### config.mk
export PLATFORM = sky130hd
export DESIGN_NAME = rename_regfile
export DESIGN_NICKNAME = d
export VERILOG_FILES = /design/src/rtl/rename_regfile.sv
export SDC_FILE = /design/constraint.sdc
export NUM_CORES = 2
export LEC_CHECK = 0
export CAP_MARGIN = 20
export CORE_MARGIN = 1
export CORE_UTILIZATION = 40
export CTS_CLUSTER_SIZE = 40
export DETAILED_ROUTE_END_ITERATION = 8
export GPL_TIMING_DRIVEN = 0
export PLACE_DENSITY_LB_ADDON = 0.05
export SLEW_MARGIN = 30
export SYNTH_ARGS = -nofsm -noshare
export SYNTH_HDL_FRONTEND = slang
export SYNTH_SLANG_ARGS = --single-unit
export TNS_END_PERCENT = 20
### constraint.sdc
create_clock -name clk -period 15.1 [get_ports clk]
set_input_delay 3.02 -clock clk [delete_from_list [all_inputs] [get_ports clk]]
set_output_delay 3.02 -clock clk [all_outputs]
set_load 0.01 [all_outputs]
### src/rtl/rename_regfile.sv
// Architectural register file with per-register rename status (busy bit + ROB tag).
// Supports several combinational read ports, one rename and one commit per cycle, plus a busy-register counter.
module rename_regfile #(
  parameter int XLEN   = 32,
  parameter int NREG   = 32,
  parameter int RIDX_W = 5,
  parameter int ROB_W  = 4,
  parameter int NRD    = 2
) (
  input  logic                  clk,
  input  logic                  rst,
  input  logic                  rdy,
  input  logic [NRD-1:0]        rs_en,
  input  logic [NRD*RIDX_W-1:0] rs_addr,
  output logic [NRD-1:0]        rs_busy,
  output logic [NRD*XLEN-1:0]   rs_value,
  output logic [NRD*ROB_W-1:0]  rs_tag,
  input  logic                  ren_en,
  input  logic [RIDX_W-1:0]     ren_rd,
  input  logic [ROB_W-1:0]      ren_tag,
  input  logic                  cmt_en,
  input  logic [RIDX_W-1:0]     cmt_rd,
  input  logic [ROB_W-1:0]      cmt_tag,
  input  logic [XLEN-1:0]       cmt_value,
  input  logic                  flush,
  output logic [RIDX_W:0]       busy_count
);

  logic [XLEN-1:0]  reg_value [NREG];
  logic [ROB_W-1:0] reg_tag   [NREG];
  logic [NREG-1:0]  reg_busy;

  logic [NREG-1:0]  busy_nxt;
  logic [RIDX_W:0]  count_nxt;
  logic             cmt_ok;
  logic             ren_ok;
  logic             cmt_clears;

  // Writable means a real, in-range register other than the hardwired x0.
  function automatic logic writable(input logic [RIDX_W-1:0] a);
    return (a != '0) && (32'(a) < 32'(NREG));
  endfunction

  assign cmt_ok     = cmt_en && writable(cmt_rd);
  assign ren_ok     = ren_en && writable(ren_rd) && !flush;
  assign cmt_clears = cmt_ok && reg_busy[cmt_rd] && (reg_tag[cmt_rd] == cmt_tag);

  // Rename is applied after commit so it wins busy/tag when both hit the same register.
  always_comb begin
    busy_nxt = reg_busy;
    if (cmt_clears) busy_nxt[cmt_rd] = 1'b0;
    if (flush) busy_nxt = '0;
    else if (ren_ok) busy_nxt[ren_rd] = 1'b1;
    count_nxt = '0;
    for (int i = 0; i < NREG; i++) count_nxt = count_nxt + (RIDX_W+1)'(busy_nxt[i]);
  end

  always_ff @(posedge clk) begin
    if (rst) begin
      for (int i = 0; i < NREG; i++) begin
        reg_value[i] <= '0;
        reg_tag[i]   <= '0;
      end
      reg_busy   <= '0;
      busy_count <= '0;
    end else if (rdy) begin
      if (cmt_ok) reg_value[cmt_rd] <= cmt_value;
      if (ren_ok) reg_tag[ren_rd] <= ren_tag;
      reg_busy   <= busy_nxt;
      busy_count <= count_nxt;
    end
  end

  for (genvar p = 0; p < NRD; p++) begin : g_read
    logic [RIDX_W-1:0] addr;
    logic              busy_p;
    logic [XLEN-1:0]   value_p;
    logic [ROB_W-1:0]  tag_p;

    assign addr = rs_addr[p*RIDX_W +: RIDX_W];

    // A commit that would clear this register forwards its value in the same cycle.
    always_comb begin
      busy_p  = 1'b0;
      value_p = '0;
      tag_p   = '0;
      if (rs_en[p] && writable(addr)) begin
        tag_p = reg_tag[addr];
        if (cmt_en && rdy && (cmt_rd == addr) && reg_busy[addr] && (reg_tag[addr] == cmt_tag)) begin
          value_p = cmt_value;
        end else begin
          busy_p  = reg_busy[addr];
          value_p = reg_value[addr];
        end
      end
    end

    assign rs_busy[p]                = busy_p;
    assign rs_value[p*XLEN +: XLEN]  = value_p;
    assign rs_tag[p*ROB_W +: ROB_W]  = tag_p;
  end

endmodule

---- After elaboration in Yosys (flattened, before gate mapping) ----
Memories as Yosys holds them, arrays and structs flattened.
Cells that the tools add are included.
cells by class
  $add $sub $neg .......................... 31
  magnitude comparators ................... 6
  equal/unequal tests ..................... 5
  mux-type cells .......................... 39
  bitwise operators ....................... 3
  reduce and logical (&&, ||, !) cells .... 23
operator list
  operator                                                                             count
  32-bit 2-to-1 mux                                                                    8
  6-bit by 1-bit adder with 6-bit output                                               26
  32-bit bitwise AND                                                                   1
  32-bit NOT                                                                           1
  32-bit bitwise OR                                                                    1
  32-bit OR reduction                                                                  1
  5-bit by 6-bit less-than comparator with 1-bit output, second input constant         4
  1-bit 2-to-1 mux                                                                     21
  5-bit nonzero test                                                                   4
  1-bit logical AND                                                                    16
  1-bit binary-select mux with 5-bit select                                            3
  4-bit equality test                                                                  3
  4-bit 2-to-1 mux                                                                     3
  1-bit demux with 5-bit select                                                        2
  5-bit equality test                                                                  2
  5-bit by 1-bit greater-or-equal comparator with 1-bit output, second input constant  2
  5-bit 2-to-1 mux                                                                     2
  5-bit by 1-bit adder with 6-bit output                                               1
  4-bit by 1-bit adder with 5-bit output                                               1
  3-bit by 1-bit adder with 4-bit output                                               1
  4-bit OR reduction                                                                   1
  2-bit by 1-bit adder with 3-bit output                                               1
  1-bit by 1-bit adder with 2-bit output                                               1
  1-bit logical NOT                                                                    1
word-level totals
  register bits after elaboration ......... 38
  RAM bits ................................ 1,152
  input bits .............................. 68
  output and inout bits ................... 80
  logic and storage cells ................. 111
  memories ................................ 2
memories
  memory     words  bits a word  rd ports  clocked after memory_dff  wr ports  RTL line  RTL
  reg_value  32     32           2         0                         32        29        logic [XLEN-1:0] reg_value [NREG];
  reg_tag    32     4            3         0                         32        30        logic [ROB_W-1:0] reg_tag [NREG];

---- Depth between registers and ports, before layout ----
  depth after elaboration ................. 41
  gate-level depth with buffers ........... 33
  mapped depth without buffers ............ 26

---- Least setup slack after synthesis ----
Ideal clock, no wire load.
  kind .................................... in2reg
  from .................................... in cmt_rd[0]
  to ...................................... reg busy_count[4]
  library setup time ...................... 0.128 ns
  data arrival time ....................... 9.570 ns
  data required time ...................... 14.972 ns
  slack ................................... 5.403 ns
  stages on the path ...................... 28
  buffers on the path ..................... 5
  cell sequence ........................... buf_6 -> buf_6 -> buf_6 -> buf_6 -> buf_2 -> mux2i_1 -> o221ai_1 -> o41ai_1 -> nand3_1 -> xnor2_1 -> o221ai_2 -> or4_1 -> o31a_1 -> fa_1 -> inv_1 -> fa_1 -> fa_1 -> fa_1 -> fa_1 -> fa_1 -> inv_1 -> ha_1 -> fa_1 -> a21o_1 -> a21oi_1 -> xnor2_1 -> mux2i_1 -> nor2_1
between the ends
  elaborated cells between the ends (all ways) .. 50
  classes of those cells .................. add/sub: 31; order compare: 2; eq/ne: 1; mux: 7; bitwise: 3; reduce/logical: 5; memory: 1
RTL lines
  element                                                                                                                                                             RTL line  RTL
  from (decl)                                                                                                                                                         22        input logic [RIDX_W-1:0] cmt_rd,
  5-bit by 6-bit less-than comparator with 1-bit output (not written as such) / 5-bit by 1-bit greater-or-equal comparator with 1-bit output (equally long branches)  51        if (cmt_clears) busy_nxt[cmt_rd] = 1'b0;
  1-bit logical AND (not written as such)                                                                                                                             51
  1-bit 2-to-1 mux (not written as such)                                                                                                                              51
  1-bit demux with 5-bit select                                                                                                                                       51
  32-bit NOT (no line)                                                                                                                                                --
  32-bit bitwise AND (no line)                                                                                                                                        --
  32-bit 2-to-1 mux (*)                                                                                                                                               51
  32-bit bitwise OR (no line)                                                                                                                                         --
  32-bit 2-to-1 mux (*)                                                                                                                                               53        else if (ren_ok) busy_nxt[ren_rd] = 1'b1;
  32-bit 2-to-1 mux (*)                                                                                                                                               52        if (flush) busy_nxt = '0;
  named net busy_nxt[3]                                                                                                                                               33        logic [NREG-1:0] busy_nxt;
  3-bit by 1-bit adder with 4-bit output (*)                                                                                                                          55        for (int i = 0; i < NREG; i++) count_nxt = count_nxt + (RIDX_W+1)'(busy_nxt[i]);
  4-bit by 1-bit adder with 5-bit output (*)                                                                                                                          55
  5-bit by 1-bit adder with 6-bit output (*)                                                                                                                          55
  6-bit by 1-bit adder with 6-bit output (*) (26 in series)                                                                                                           55
  to (signal assigned)                                                                                                                                                70        busy_count <= count_nxt;
  to (decl)                                                                                                                                                           26        output logic [RIDX_W:0] busy_count
Mark *: on every way through the listed nets, which the timed path passes. The rest lies on a longest branch. The select of a mux whose other input is x is not followed.
A chain may end at the register's enable or synchronous reset.

---- Worst setup path after layout ----
  from .................................... in rs_addr[1]
  to ...................................... out rs_value[1]
between the ends
  longest elaborated chain between the ends .. 6
  elaborated cells between the ends (all ways) .. 13
  classes of those cells .................. eq/ne: 2; mux: 4; reduce/logical: 5; memory: 2
RTL lines
  element                                                                    RTL line  RTL
  from (decl)                                                                14        input logic [NRD*RIDX_W-1:0] rs_addr,
  parallel branches: the longest is 5 deep, another holds memory 32 x 4 bit  --
  32-bit 2-to-1 mux (*)                                                      87        if (rs_en[p] && writable(addr)) begin
  to (decl)                                                                  16        output logic [NRD*XLEN-1:0] rs_value,
Every way passes the cells marked *. The select of a mux whose other input is x is not followed.

==> flow_summary.json <==
{
  "setup.worst_path.start_class": "input port",
  "layout-drive-gt1-share_pct": 24.9,
  "stdcell_area_um2": 77200,
  "cts_hold_buf": 0,
  "htreeDepth": 4,
  "reg2reg_depth": 25,
  "clkTransAtPathRegs_ns": 0.06,
  "initial_utilization_pct": 40.3,
  "cts-root-buf": "clkbuf_16",
  "tns_ns": 0,
  "grt_pass1_wl_mm": 391,
  "synthToLayoutAreaGrowth_pct": 14.6,
  "viasPerCell": 6.42,
  "synth_top_area_share_pct": 51.4,
  "drt-total-wl_mm": 294,
  "num_rows": 150,
  "io_buffers": 136,
  "nNetsFinal": 4966,
  "drtIter0Drc": 6961,
  "synth.area.mux_share_pct": 26.5,
  "path_class": "in -> out",
  "yosys.area_share.adder_pct": 0.844,
  "hp-class": "reg -> reg",
  "max_freq_ghz": 0.0763,
  "netlist_area_um2": 67300,
  "antenna_found_initial": 28,
  "cts_tree": "done",
  "antenna_left": 0,
  "yosys_warnings": 0,
  "placed_area_um2": 72600,
  "gp_congestion": 1.00,
  "synth_compound_area_share_pct": 3.11,
  "async_flop_share_pct": 0,
  "yosys.area_share.xor_xnor_pct": 0.299,
  "crit_fanout": 10,
  "critPathCaptureType": "output pin",
  "num_vias": 46199,
  "holdPathStages": 2,
  "tightest_slew_ns": 1.17,
  "finClkSkew_ns": 0.0480,
  "grt_pass1_vias": 44661,
  "dp_hpwl_mm": 207,
  "numCtsBuffers": 143,
  "dieHeight_um": 412,
  "dr.pass1.iters": 6,
  "wl_per_cell_um": 40.8,
  "arrival_ns": 10.09,
  "required_ns": 12.08,
  "synthSimpleGateAreaFrac_pct": 13.5,
  "vdd_drop_max_uv": 139,
  "yosysTopAreaCell": "edfxtp_1",
  "post-route-drc-count": 0,
  "slew_headroom_pct": 21.8,
  "yosysSeqAreaShare_pct": 52.5,
  "setup_violations": 0,
  "synth_top_family_by_area": "multiplexers",
  "ys_types": 68,
  "cts.sinks": 1190,
  "cts.path.max_buffers": 3,
  "cts_setup_buffers": 0,
  "p_leak_nw": 26.3,
  "core-area_um2": 167000,
  "finalHoldViolations": 0,
  "synthFlopType": "edfxtp_1",
  "synth_area_leaders": "edfxtp_1 (51%), mux4_2 (24%), and2_1 (10%)",
  "grt.total_usage_pct": 34.6,
  "cap_violations": 0,
  "ys_ff_latch": 1190,
  "grt-ovfl-total": 0,
  "status": "finished, final reports clean",
  "ctsResizeCount": 0,
  "rsz0062_at_grt": "false",
  "power.total_mw": 8.61,
  "drv_slew": 0,
  "io_pins": 148,
  "grt_max_degree": 33,
  "clock_latency_ns": 0.82,
  "post-route-period-util_pct": 86.8,
  "final_util_pct": 46.1,
  "synth-edff-count": 1152,
  "synth_cells": 4515,
  "p_per_area_nw_per_um2": 112,
  "syn_area_per_cell_um2": 14.9,
  "die-area_um2": 170000,
  "fp.dieW_um": 412,
  "period_needed_ns": 13.11
}
==> sequential cells by signal, summed over array words and instances (netlist names) <==
register and cells:
busy_count 6, reg_tag 128, reg_value 1024, reg_busy 32
==> worst max-delay path: stages <==
cell,delay [ns]
clkdlybuf4s50_1,0.75
buf_2,0.48
buf_2,0.51
buf_2,0.55
mux4_2,0.40
o21ai_0,0.23
o32ai_1,0.17
xnor2_1,0.28
nand4_1,0.88
or2_2,0.65
clkbuf_1,0.40
buf_2,0.39
a21oi_1,0.67
clkdlybuf4s50_1,0.69
==> path summary, 6_finish.rpt <==
path	slack, ns	endpoint	from
hold reg to reg	0.47	busy_count[5]	busy_count[5]
setup reg to reg	6.91	busy_count[4]	reg_tag[21][0]
setup / recovery	1.99	rs_value[1]	rs_addr[1]
hold / removal	0.47	busy_count[5]	busy_count[5]
==> report_power, final <==
| group | leakage, nW | internal (mW) | switching [mW] |
|---|---|---|---|
| registers | 11.3 | 3.79 | 0.102 |
| clock network | 2.20 | 1.99 | 1.49 |
| logic | 12.8 | 0.516 | 0.719 |
| total | 26.3 | 6.30 | 2.31 |
==> metrics by stage <==
step / setup WS, ns / cells / hold slack, ns
CTS: 2.46 / 7182 / 0.476
global route: 2.23 / 7186 / 0.500
global placement: 2.46 / 6890 / 0.456
finish: 1.99 / 7199 / 0.472
floorplan: 5.40 / 4550 / 0.478
detailed placement: 2.47 / 6925 / 0.459
==> synthesized netlist by cell type (all sizes together), types with 11 or more instances <==
master,instances
nor3,26
mux2i,163
and2,1122
xnor2,18
inv,40
nor4,12
o22ai,38
o21ai,34
mux4,718
fa,24
nor2,156
buf,129
edfxtp,1152
clkbuf,352
dfxtp,38
o31ai,38
a21oi,89
a211oi,39
a31oi,11
or3,14
o221ai,12
nand3,20
nor2b,22
or2,71
nand2,56
==> per-layer routing <==
metal / GRT usage (%) / part of all wire (%) / wire, um
met5: 0 / 0.032 / 93
met2: 52.9 / 45 / 133000
met4: 13.6 / 4.3 / 12600
met3: 7.34 / 9.8 / 28700
met1: 48.2 / 40 / 119000
==> layout by cell type, fill, tap and decap left out, types with 11 or more instances in the layout <==
cell type,count
a211oi_1,38
a21oi_1,89
a31oi_1,11
and2_1,1122
buf_1,15
buf_12,19
buf_16,11
buf_2,97
buf_6,12
clkbuf_1,297
clkbuf_16,148
clkbuf_2,89
clkdlybuf4s50_1,136
clkinv_1,31
clkinv_2,16
conb_1,36
dfxtp_1,38
diode_2,16
edfxtp_1,1152
fa_1,24
inv_1,39
mux2i_1,163
mux4_2,718
nand2_1,56
nand3_1,20
nor2_1,152
nor2b_1,22
nor3_1,26
nor4_1,12
o21ai_0,33
o221ai_1,11
o22ai_1,38
o31ai_1,38
or2_2,40
or2_4,31
or3_1,14
xnor2_1,17
==> final cells by class <==
cell class / instances / area, um^2
fillers: 14764 / 90100
flip-flops and latches: 1190 / 35400
multi-input cells: 2836 / 30100
clock buffers: 189 / 3920
well taps: 2204 / 2760
plain buffers: 481 / 2140
repair buffers: 172 / 2120
clock inverters: 68 / 611
inverters: 43 / 161
diodes: 16 / 40.0
==> cells by family (layout without fill, tap and decap cells) <==
family	count (synthesis)	count (layout)
and+or+nand+nor	1543	1543
DFF	1190	1190
muxes	885	885
buffers and inverters	524	953
AOI/OAI and AO/OA	318	318
adders and majority gates	31	31
xor gates and xnor gates	23	23
other	1	52
No activity file was read; power rests on OpenSTA's default activity.
